File: src/rtl/serial_pkg.sv
// ----------------------------------------------------------------------------
// serial_pkg
// Shared types and helpers for the serial shift engine.
//   t_serial_state : engine state (Ready = idle, Transmit = shifting a word)
//   calc_half_div  : number of in_clk cycles per serial_clk half period,
//                    floor(main_hz / serial_hz / 2), never less than 1
// ----------------------------------------------------------------------------
package serial_pkg;

    typedef enum logic [0:0] {
        Ready    = 1'b0,
        Transmit = 1'b1
    } t_serial_state;

    function automatic int calc_half_div(input int main_hz, input int serial_hz);
        int half;
        if (serial_hz <= 0) begin
            return 1;
        end
        half = main_hz / serial_hz / 2;
        return (half < 1) ? 1 : half;
    endfunction

endpackage

File: src/rtl/serial_clkgen.sv
// ----------------------------------------------------------------------------
// serial_clkgen
// Divides in_clk down to serial_clk: serial_clk toggles once every HALF
// in_clk cycles, so its period is 2*HALF in_clk cycles with 50% duty.
// Ports:
//   in_clk     in   main clock (divider source)
//   in_rst     in   asynchronous, active-high reset
//   serial_clk out  divided clock; sits at IDLE_LEVEL while in reset
// Parameters:
//   HALF       in_clk cycles per serial_clk half period (>= 1)
//   IDLE_LEVEL serial_clk level during and right after reset
// ----------------------------------------------------------------------------
module serial_clkgen #(
    parameter int   HALF       = 2,
    parameter logic IDLE_LEVEL = 1'b1
) (
    input  logic in_clk,
    input  logic in_rst,
    output logic serial_clk
);

    // One bit of counter is kept even when HALF = 1 so the compare below
    // stays well formed; the counter then simply stays at zero.
    localparam int            CW   = (HALF > 1) ? $clog2(HALF) : 1;
    localparam logic [CW-1:0] LAST = CW'(HALF - 1);

    logic [CW-1:0] div_cnt_reg;
    logic          serial_clk_reg;

    always_ff @(posedge in_clk or posedge in_rst) begin
        if (in_rst) begin
            div_cnt_reg    <= '0;
            serial_clk_reg <= IDLE_LEVEL;
        end else if (div_cnt_reg == LAST) begin
            div_cnt_reg    <= '0;
            serial_clk_reg <= ~serial_clk_reg;
        end else begin
            div_cnt_reg    <= div_cnt_reg + CW'(1);
        end
    end

    assign serial_clk = serial_clk_reg;

endmodule

File: src/rtl/serial.sv
// ----------------------------------------------------------------------------
// serial
// SPI-style master shift engine: full-duplex, BITS-wide words, words streamed
// back to back while in_enable stays high.
// Ports:
//   in_clk            in   main clock, divided down to serial_clk
//   in_rst            in   asynchronous, active-high reset
//   in_enable         in   transfer enable (hold high to stream words)
//   in_parallel       in   word to transmit, captured when its bit 0 goes out
//   in_serial         in   serial data from the device
//   out_serial        out  serial data to the device
//   out_parallel      out  last complete received word
//   out_word_finished out  one serial_clk period pulse after a word completes
//   out_next_word     out  high while the last bit of a word is on the line
//   out_ready         out  high while idle
//   out_clk           out  serial clock to the device (gated when idle)
// Build option:
//   SERIAL_SYNC_ENABLE_EN  when defined, in_enable is passed through a 2-flop
//                          synchronizer clocked on the output edge; otherwise
//                          in_enable must already be in the serial_clk domain.
// ----------------------------------------------------------------------------
module serial
    import serial_pkg::*;
#(
    parameter int BITS                    = 8,
    parameter int LOWBIT_FIRST            = 1,
    parameter int MAIN_CLK_HZ             = 50_000_000,
    parameter int SERIAL_CLK_HZ           = 10_000_000,
    parameter int SERIAL_CLK_INACTIVE     = 1,
    parameter int SERIAL_DATA_INACTIVE    = 0,
    parameter int KEEP_SERIAL_CLK_RUNNING = 0,
    parameter int FROM_FPGA_FALLING_EDGE  = 1,
    parameter int TO_FPGA_FALLING_EDGE    = 1
) (
    input  logic            in_clk,
    input  logic            in_rst,
    input  logic            in_enable,
    input  logic [BITS-1:0] in_parallel,
    input  logic            in_serial,
    output logic            out_serial,
    output logic [BITS-1:0] out_parallel,
    output logic            out_word_finished,
    output logic            out_next_word,
    output logic            out_ready,
    output logic            out_clk
);

    localparam int               HALF      = calc_half_div(MAIN_CLK_HZ, SERIAL_CLK_HZ);
    localparam int               CNT_W     = (BITS > 1) ? $clog2(BITS) : 1;
    localparam logic [CNT_W-1:0] LAST_BIT  = CNT_W'(BITS - 1);
    localparam logic             IDLE_CLK  = (SERIAL_CLK_INACTIVE != 0);
    localparam logic             IDLE_DATA = (SERIAL_DATA_INACTIVE != 0);

    // ------------------------------------------------------------------
    // Clocks. The shift logic runs on rising edges of tx_clk / rx_clk,
    // which are serial_clk inverted where the falling edge was selected.
    // ------------------------------------------------------------------
    logic serial_clk;
    logic tx_clk;
    logic rx_clk;

    serial_clkgen #(
        .HALF       (HALF),
        .IDLE_LEVEL (IDLE_CLK)
    ) u_clkgen (
        .in_clk     (in_clk),
        .in_rst     (in_rst),
        .serial_clk (serial_clk)
    );

    assign tx_clk = (FROM_FPGA_FALLING_EDGE != 0) ? ~serial_clk : serial_clk;
    assign rx_clk = (TO_FPGA_FALLING_EDGE   != 0) ? ~serial_clk : serial_clk;

    // ------------------------------------------------------------------
    // Enable, optionally synchronized into the output-edge domain.
    // ------------------------------------------------------------------
    logic enable_int;

`ifdef SERIAL_SYNC_ENABLE_EN
    logic [1:0] enable_sync_reg;

    always_ff @(posedge tx_clk or posedge in_rst) begin
        if (in_rst) begin
            enable_sync_reg <= '0;
        end else begin
            enable_sync_reg <= {enable_sync_reg[0], in_enable};
        end
    end

    assign enable_int = enable_sync_reg[1];
`else
    assign enable_int = in_enable;
`endif

    // ------------------------------------------------------------------
    // Transmit side: state, bit counter and TX shift register, all on the
    // output edge. bit_cnt_reg is the index of the bit currently on the
    // line; the edge that loads a word also puts its first bit out.
    // ------------------------------------------------------------------
    t_serial_state   state_reg, state_next;
    logic [CNT_W-1:0] bit_cnt_reg, bit_cnt_next;
    logic [BITS-1:0]  tx_shift_reg, tx_shift_next;
    logic [BITS-1:0]  tx_shift_adv;
    logic             last_bit;

    assign last_bit = (bit_cnt_reg == LAST_BIT);

    // The outgoing bit always sits at one end of the register; advancing
    // moves the next bit into that position.
    genvar gi;
    generate
        for (gi = 0; gi < BITS; gi++) begin : g_tx_adv
            if (LOWBIT_FIRST != 0) begin : g_lsb
                if (gi == BITS - 1) begin : g_top
                    assign tx_shift_adv[gi] = 1'b0;
                end else begin : g_mid
                    assign tx_shift_adv[gi] = tx_shift_reg[gi+1];
                end
            end else begin : g_msb
                if (gi == 0) begin : g_bot
                    assign tx_shift_adv[gi] = 1'b0;
                end else begin : g_mid
                    assign tx_shift_adv[gi] = tx_shift_reg[gi-1];
                end
            end
        end
    endgenerate

    always_ff @(posedge tx_clk or posedge in_rst) begin
        if (in_rst) begin
            state_reg    <= Ready;
            bit_cnt_reg  <= '0;
            tx_shift_reg <= '0;
        end else begin
            state_reg    <= state_next;
            bit_cnt_reg  <= bit_cnt_next;
            tx_shift_reg <= tx_shift_next;
        end
    end

    always_comb begin
        state_next    = state_reg;
        bit_cnt_next  = bit_cnt_reg;
        tx_shift_next = tx_shift_reg;
        unique case (state_reg)
            Ready: begin
                if (enable_int) begin
                    state_next    = Transmit;
                    bit_cnt_next  = '0;
                    tx_shift_next = in_parallel;
                end
            end
            Transmit: begin
                if (!enable_int) begin
                    // Dropping enable during the last bit ends the word cleanly;
                    // dropping it earlier abandons the word.
                    state_next   = Ready;
                    bit_cnt_next = '0;
                end else if (last_bit) begin
                    // Roll straight into the next word with no gap.
                    bit_cnt_next  = '0;
                    tx_shift_next = in_parallel;
                end else begin
                    bit_cnt_next  = bit_cnt_reg + CNT_W'(1);
                    tx_shift_next = tx_shift_adv;
                end
            end
            default: begin
                state_next   = Ready;
                bit_cnt_next = '0;
            end
        endcase
    end

    // ------------------------------------------------------------------
    // Receive side, on the sample edge. The sample edge always lands after
    // the output edge that launched the bit (half a period later, or on the
    // following output edge when both use the same edge), so bit_cnt_reg
    // here still names the bit being sampled.
    // ------------------------------------------------------------------
    logic [BITS-1:0] rx_shift_reg;
    logic [BITS-1:0] rx_shift_next;
    logic [BITS-1:0] parallel_reg;
    logic            word_finished_reg;
    logic            word_done;

    assign word_done = (state_reg == Transmit) && last_bit;

    generate
        for (gi = 0; gi < BITS; gi++) begin : g_rx_shift
            if (LOWBIT_FIRST != 0) begin : g_lsb
                // First bit received drifts down to bit 0.
                if (gi == BITS - 1) begin : g_top
                    assign rx_shift_next[gi] = in_serial;
                end else begin : g_mid
                    assign rx_shift_next[gi] = rx_shift_reg[gi+1];
                end
            end else begin : g_msb
                // First bit received drifts up to bit BITS-1.
                if (gi == 0) begin : g_bot
                    assign rx_shift_next[gi] = in_serial;
                end else begin : g_mid
                    assign rx_shift_next[gi] = rx_shift_reg[gi-1];
                end
            end
        end
    endgenerate

    always_ff @(posedge rx_clk or posedge in_rst) begin
        if (in_rst) begin
            rx_shift_reg      <= '0;
            parallel_reg      <= '0;
            word_finished_reg <= 1'b0;
        end else begin
            word_finished_reg <= word_done;
            if (state_reg == Transmit) begin
                rx_shift_reg <= rx_shift_next;
            end
            // Publish the word including the bit sampled at this very edge.
            if (word_done) begin
                parallel_reg <= rx_shift_next;
            end
        end
    end

    // ------------------------------------------------------------------
    // Outputs
    // ------------------------------------------------------------------
    logic tx_bit;

    assign tx_bit = (LOWBIT_FIRST != 0) ? tx_shift_reg[0] : tx_shift_reg[BITS-1];

    assign out_serial        = (state_reg == Transmit) ? tx_bit : IDLE_DATA;
    assign out_parallel      = parallel_reg;
    assign out_word_finished = word_finished_reg;
    assign out_next_word     = word_done;
    assign out_ready         = (state_reg == Ready);
    assign out_clk           = ((state_reg == Transmit) || (KEEP_SERIAL_CLK_RUNNING != 0))
                               ? serial_clk : IDLE_CLK;

endmodule

File: config.mk
export PLATFORM = sky130hd
export DESIGN_NAME = serial
export DESIGN_NICKNAME = d
export VERILOG_FILES = /design/src/rtl/serial_pkg.sv /design/src/rtl/serial_clkgen.sv /design/src/rtl/serial.sv
export SDC_FILE = /design/constraint.sdc
export NUM_CORES = 1
export LEC_CHECK = 0
export BUFFER_PORTS_ARGS = -buffer_cell sky130_fd_sc_hd__clkbuf_2
export CAP_MARGIN = 20
export CORE_ASPECT_RATIO = 0.8
export CORE_MARGIN = 3
export CORE_UTILIZATION = 40
export DETAILED_ROUTE_END_ITERATION = 10
export GPL_ROUTABILITY_DRIVEN = 0
export PLACE_DENSITY = 0.59
export SYNTH_ARGS = -nofsm -noshare
export SYNTH_HDL_FRONTEND = slang
export SYNTH_SLANG_ARGS = --single-unit
File: constraint.sdc
create_clock -name in_clk -period 1.7 [get_ports in_clk]
set_input_delay 0.34 -clock in_clk [delete_from_list [all_inputs] [get_ports in_clk]]
set_output_delay 0.34 -clock in_clk [all_outputs]
set_load 0.005 [all_outputs]
---- Yosys cells after proc, flatten, opt, wreduce, memory -nomap -nowiden ----
Index checks and enable logic that the tools add are counted.
cells by class
  $add $sub $neg .......................... 2
  equality and inequality tests ........... 3
  muxes and demuxes ....................... 12
  bitwise gates (word level) .............. 2
  reduce and logical (&&, ||, !) cells .... 2
operators by type and width
  operator               number
  $mux W8                3
  $pmux W8 S2            1
  $mux W3                3
  $pmux W3 S2            1
  $mux W1                4
  $ne A2 B2 Y1 const B   2
  $add A3 B1 Y3 const B  1
  $eq A3 B3 Y1 const B   1
  $not A1 Y1             2
  $reduce_and A2 Y1      1
  $add A1 B1 Y1 const B  1
  $logic_and A1 B1 Y1    1
word-level totals
  flip-flop bits (word level) ............. 31
  bits of input ports ..................... 12
  output and inout port bits .............. 13
  word-level logic and storage cells ...... 29

---- Depth between registers and ports, before layout ----
Gate-level depths: netlist of the first run.
  depth after elaboration ................. 4
  mapped depth ............................ 5
  depth with buffers taken out ............ 4

---- Modules after synthesis ----
From an unflattened synthesis of the first run, not the netlist that was laid out.
unflattened totals
  cell total of the unflattened synthesis .. 102
  area, all modules ....................... 1372.6 sq um
modules (own cells, without submodules)
  module         instances  cells an instance  area an instance (sq um)  sequential area each (sq um)
  serial         1          97                 1305.0                    700.7
  serial_clkgen  1          5                  67.6                      51.3

==> results of run 1 <==
[cell usage in the layout (no fill, tap or decap)]
cell type,n
nand2_1,7
o211ai_2,6
clkbuf_2,24
nor3b_1,1
and2_1,2
dfstp_2,1
ha_1,3
nor2b_1,1
nor2_1,1
xor2_1,1
nand4b_1,7
clkbuf_1,1
nand2_4,1
and2b_1,1
clkbuf_8,3
a31o_2,1
nand2b_1,9
mux2_1,7
buf_4,2
dfrtp_1,1
a22o_1,2
inv_1,5
o211ai_1,1
a31o_1,1
mux2_4,8
dfrtn_1,28
[cell families after synthesis]
kind of cell             after synthesis  synth area share [%]
AO/OA/AOI/OAI                         11                  8.59
XOR/XNOR                               1                 0.640
adder cells (fa/ha/maj)                3                  2.74
buffers and inverters                 11                  4.48
flip-flops                            30                  54.9
multiplexers                          15                  14.5
AND/OR/NAND/NOR                       30                  14.1
[cell type report]
| class | instances | area (µm²) | share of cell area [%] |
|---|---|---|---|
| sequential | 30 | 752 | 48.3 |
| timing repair buffer | 26 | 135 | 8.68 |
| tap | 40 | 50.0 | 3.22 |
| multi-input combinational | 60 | 556 | 35.7 |
| inverter | 5 | 18.8 | 1.21 |
| clock buffer | 4 | 45.0 | 2.89 |
[layer usage]
layer  global-route usage, %  vias up
li1                        -      397
met1                    15.8      408
met2                    17.7        9
met3                    3.07        2
met4                    1.61        0
met5                       0        -
[worst paths after layout]
check | to | slack, ns | cells after the start
worst max-delay path | out_clk | 0.43 | 2
worst min-delay path | u_clkgen.div_cnt_reg | 0.13 | 2
worst max register to register | u_clkgen.serial_clk | 0.68 | 2
worst min register to register | u_clkgen.serial_clk | 0.44 | 1
max in group asynchronous | u_clkgen.serial_clk | 1.21 | 2
min in group in_clk | u_clkgen.serial_clk | 0.44 | 1
[cell usage after synthesis (all sizes together), types with 2 or more instances]
master  instances
buf             6
and2            2
ha              3
a22o            2
o211ai          7
mux2           15
nand2b          9
a31o            2
nand4b          7
dfrtn          28
inv             5
nand2           8
[where the power goes]
part | switching (mW) | internal [mW]
sequential | 0 | 0.0491
combinational | 0.0336 | 0.0215
clock | 0.0364 | 0.159
==> impl_metrics.ini, run 1 <==
[status]
status = finished, final reports clean

[routing]
route.top_layer_used = met4
first_pass_iters = 2
totalWireLength_um = 2230
routed_via_density = 4.95
drc = 0
drt_iter0_markers = 34
wl_met1_um = 1110
via_count = 816
routed-wl-met2_um = 1030
detail-route-antenna-nets = 0
met3_wirelength_um = 86
wire_per_inst_um = 13.5

[sta]
untimed_endpoints = 40
tightestPinTransition_ns = 0.861
fin_crit_ns = 1.27
fmax_mhz = 784
whs_ns = 0.134
period_share_pct = 75.0
hold_viol_final = 0
slew_headroom_pct = 42.6
unclocked_pins = 28
setup_slack_ns = 0.425
fin_tns_setup_ns = 0
rsz0062_at_grt = no
final_max_slew_viol_count = 0
finalSetupViolCount = 0
clock_skew_ns = 0.00651

[critical_path]
worstSetupStartpoint = u_clkgen.serial_clk
crit_family = flip-flops
end_kind = primary output
crit-reg2reg-launch = u_clkgen.serial_clk
path_cells = nand2b_1 -> clkbuf_2
critPathKind = reg2out
crit_buf_inv = 1
critical_path_peak_fanout = 2
start_kind = flip-flop
arrival_ns = 0.93
crit_slowest_cell = dfstp_2
slowest_delay_ns = 0.51
critPathRequiredTime_ns = 1.36

[cells_and_area]
fin_util_pct = 49.0
num-fill-cells = 292
n_antenna_cell = 0
area_growth_pct = 13.7
finalInstanceArea_um2 = 1560
drive_gt1_share_pct = 36.8
layout.cells.non_filler = 165
layout.nets = 141

[global_route]
grt_first_pass_wirelength_um = 3750
antenna_found_initial = 0
grt_max_degree = 30
grtUsageTotal_pct = 11.2
grt_pass1_vias = 773
overflow = 0

[clock_tree]
cts-root-buf = clkbuf_8
clk_pin_slew_ns = 0.03
clock_path_buffers = 2
post_cts_buffers = 0
clock_latency_ns = 0.21
hold_buffers = 0
cts_made_buffers = 3
cts_tree = done
htree_num_levels = 1
cts_resized = 0

[synthesis]
synth-edff-count = 0
yosysTopAreaCell = dfrtn_1
synthCells = 101
synthFlopType = dfrtn_1
synthTopCellsByArea = dfrtn_1 51%, mux2_4 8.8%, mux2_1 5.8%, o211ai_2 5.5%, nand4b_1 4.5%
yosysWarnings = 0
synth_seq_cells = 30
ys_async_sr_fraction_pct = 100
synth_top_area_share_pct = 51.2
yosysSeqAreaShare_pct = 54.9
synth_area_um2 = 1370
syn_area_per_cell_um2 = 13.6
ys_types = 24
syn_nets = 116

[die]
num_rows = 18
start_util_pct = 43.1
die_x_um = 71.4
ios = 25
dieArea_um2 = 4160
core-area_um2 = 3180
die_y_um = 58.3

[flow_run]
drv_cap = 0

[hold_path]
hold_class = in2async

[place]
hpwlAfterDp_um = 1660
dp_slack_ns = 0.631
dp.cells = 161
io_buffers = 24
placed_area_um2 = 1510

[pwr]
report.power.total_mw = 0.300
irDropWorstVdd_uv = 189
p_leak_nw = 0.813
power.density_nw_per_um2 = 192
Note: power is estimated with default switching activity, not from simulation.
==> run 2: changes to the inputs <==
PLACE_DENSITY = 0.61   (was 0.59)
clock period = 1.1 ns   (was 1.7 ns; I/O delays follow)
==> run 2 against run 1 <==
- the run now ends with setup timing left
- flip-flop and latch count did not move
- via count increased by 1.7%
- first-iteration DRC count decreased by 2.9%
- global-route usage up 0.88 points
- sequential share of layout area is 1.2 points lower
- non-clock buffer count increased by 3
- design area is 2.5% higher
- worst setup slack got worse by 0.49 ns
- core utilization rose by 1.2 points
- die area did not move
- register-to-register slack worse by 0.41 ns
- wire length shrank 1.0%
- critical path type unchanged
- largest cell class unchanged
==> impl_metrics.ini, run 2 (same netlist as run 1, synthesis figures left out) <==
[pwr]
p_leak_nw = 0.831
report.power.total_mw = 0.478
irDropWorstVdd_uv = 179
power.density_nw_per_um2 = 300

[die]
num_rows = 18
core-area_um2 = 3180
die_x_um = 71.4
start_util_pct = 43.1
ios = 25
dieArea_um2 = 4160
die_y_um = 58.3

[global_route]
grt_first_pass_wirelength_um = 3950
grt_pass1_vias = 868
antenna_found_initial = 0
grt_max_degree = 29
overflow = 0
grtUsageTotal_pct = 12.0

[place]
io_buffers = 24
dp_slack_ns = 0.110
hpwlAfterDp_um = 1590

[sta]
period_share_pct = 106
rsz0062_at_grt = yes
clock_skew_ns = 0.00305
whs_ns = 0.406
setup_slack_ns = -0.0650
unclocked_pins = 28
untimed_endpoints = 40
slew_headroom_pct = 39.5
final_max_slew_viol_count = 0
finalSetupViolCount = 1
hold_viol_final = 0
fmax_mhz = 858
tightestPinTransition_ns = 0.907
fin_crit_ns = 1.16

[clock_tree]
cts_tree = done
htree_num_levels = 1
clk_pin_slew_ns = 0.03
cts-root-buf = clkbuf_8
cts_made_buffers = 3
clock_latency_ns = 0.21
clock_path_buffers = 2

[status]
failed_checks = setup timing
status = finished with violations

[cells_and_area]
layout.nets = 144
final_common_cell = dfrtn_1
final_cell_mix = 28 x dfrtn_1, 23 x clkbuf_2, 8 x mux2_4, 8 x nand2b_1
num-fill-cells = 278
n_antenna_cell = 0
area_growth_pct = 16.5
drive_gt1_share_pct = 38.3

[critical_path]
path_cells = nand2b_4 -> buf_6
critPathRequiredTime_ns = 0.88
critPathKind = reg2out
crit_slowest_cell = dfstp_2
slowest_delay_ns = 0.51
arrival_ns = 0.94
r2r_slack_ns = 0.27
start_kind = flip-flop
critical_path_peak_fanout = 2
end_kind = primary output

[routing]
via_count = 830
totalWireLength_um = 2210
drc = 0
routed_via_density = 4.94
detail-route-antenna-nets = 0
wire_per_inst_um = 13.2
first_pass_iters = 4
drt_iter0_markers = 33

[hold_path]
hold_class = in2async

[flow_run]
drv_cap = 0
## run 2: cell types whose count changed in the layout (fill, tap and decap cells not counted), sizes merged
cell,delta
buf,+3
clkbuf,-1
dlygate4sd3,+1
## run 2: worst paths after layout
kind                                       from              endpoint  cells after the start
max                         u_clkgen.serial_clk               out_clk                      2
min                                      in_rst  u_clkgen.div_cnt_reg                      3
max reg2reg                 u_clkgen.serial_clk   u_clkgen.serial_clk                      2
min reg2reg                u_clkgen.div_cnt_reg   u_clkgen.serial_clk                      1
max in group asynchronous                in_rst   u_clkgen.serial_clk                      3
min in group in_clk        u_clkgen.div_cnt_reg   u_clkgen.serial_clk                      1
## run 2: routing by layer
metal  part of all wire (%)  GRT usage (%)
met5                      0              0
met4                    1.5           4.83
met3                    3.3           3.07
met2                     46           19.1
met1                     49           15.9
## run 2: layout make-up
| class | count | area, µm² | share of cell area [%] |
|---|---|---|---|
| clock buffer | 4 | 45.0 | 2.82 |
| multi-input combinational | 60 | 563 | 35.3 |
| sequential | 30 | 752 | 47.1 |
| timing repair buffer | 29 | 166 | 10.4 |
| inverter | 5 | 18.8 | 1.18 |
| tap | 40 | 50.0 | 3.14 |
## run 2: power breakdown
group	internal (mW)	leakage [nW]	switching [mW]
registers	0.0759	0.381	0
logic	0.0381	0.426	0.0517
clock network	0.246	0.0228	0.0663
## run 2: repair_timing
item                       4_1_cts  5_1_grt
gates resized for setup          0        3
hold buffers                     1        0
setup buffers                    1        0
hold endpoints to repair         1        0
setup endpoints to repair        1        1
pin swaps                        0        0
## run 2: worst max-delay path, delay by kind of cell, from the launching register on
family | cells | cell delay (ns)
simple gates | 1 | 0.11
buf+inv | 1 | 0.11
flops | 1 | 0.51
## run 2: stage by stage
| step | setup TNS, ns | instance area, µm² | std cells | utilization (%) |
|---|---|---|---|---|
| global placement | 0 | 1520 | 162 | 47.8 |
| floorplan | 0 | 1370 | 101 | - |
| detailed placement | 0 | 1520 | 162 | 47.8 |
| global route | -0.0819 | 1600 | 168 | 50.2 |
| finish | -0.0650 | 1600 | 168 | 50.2 |
| CTS | -0.0812 | 1580 | 168 | 49.8 |
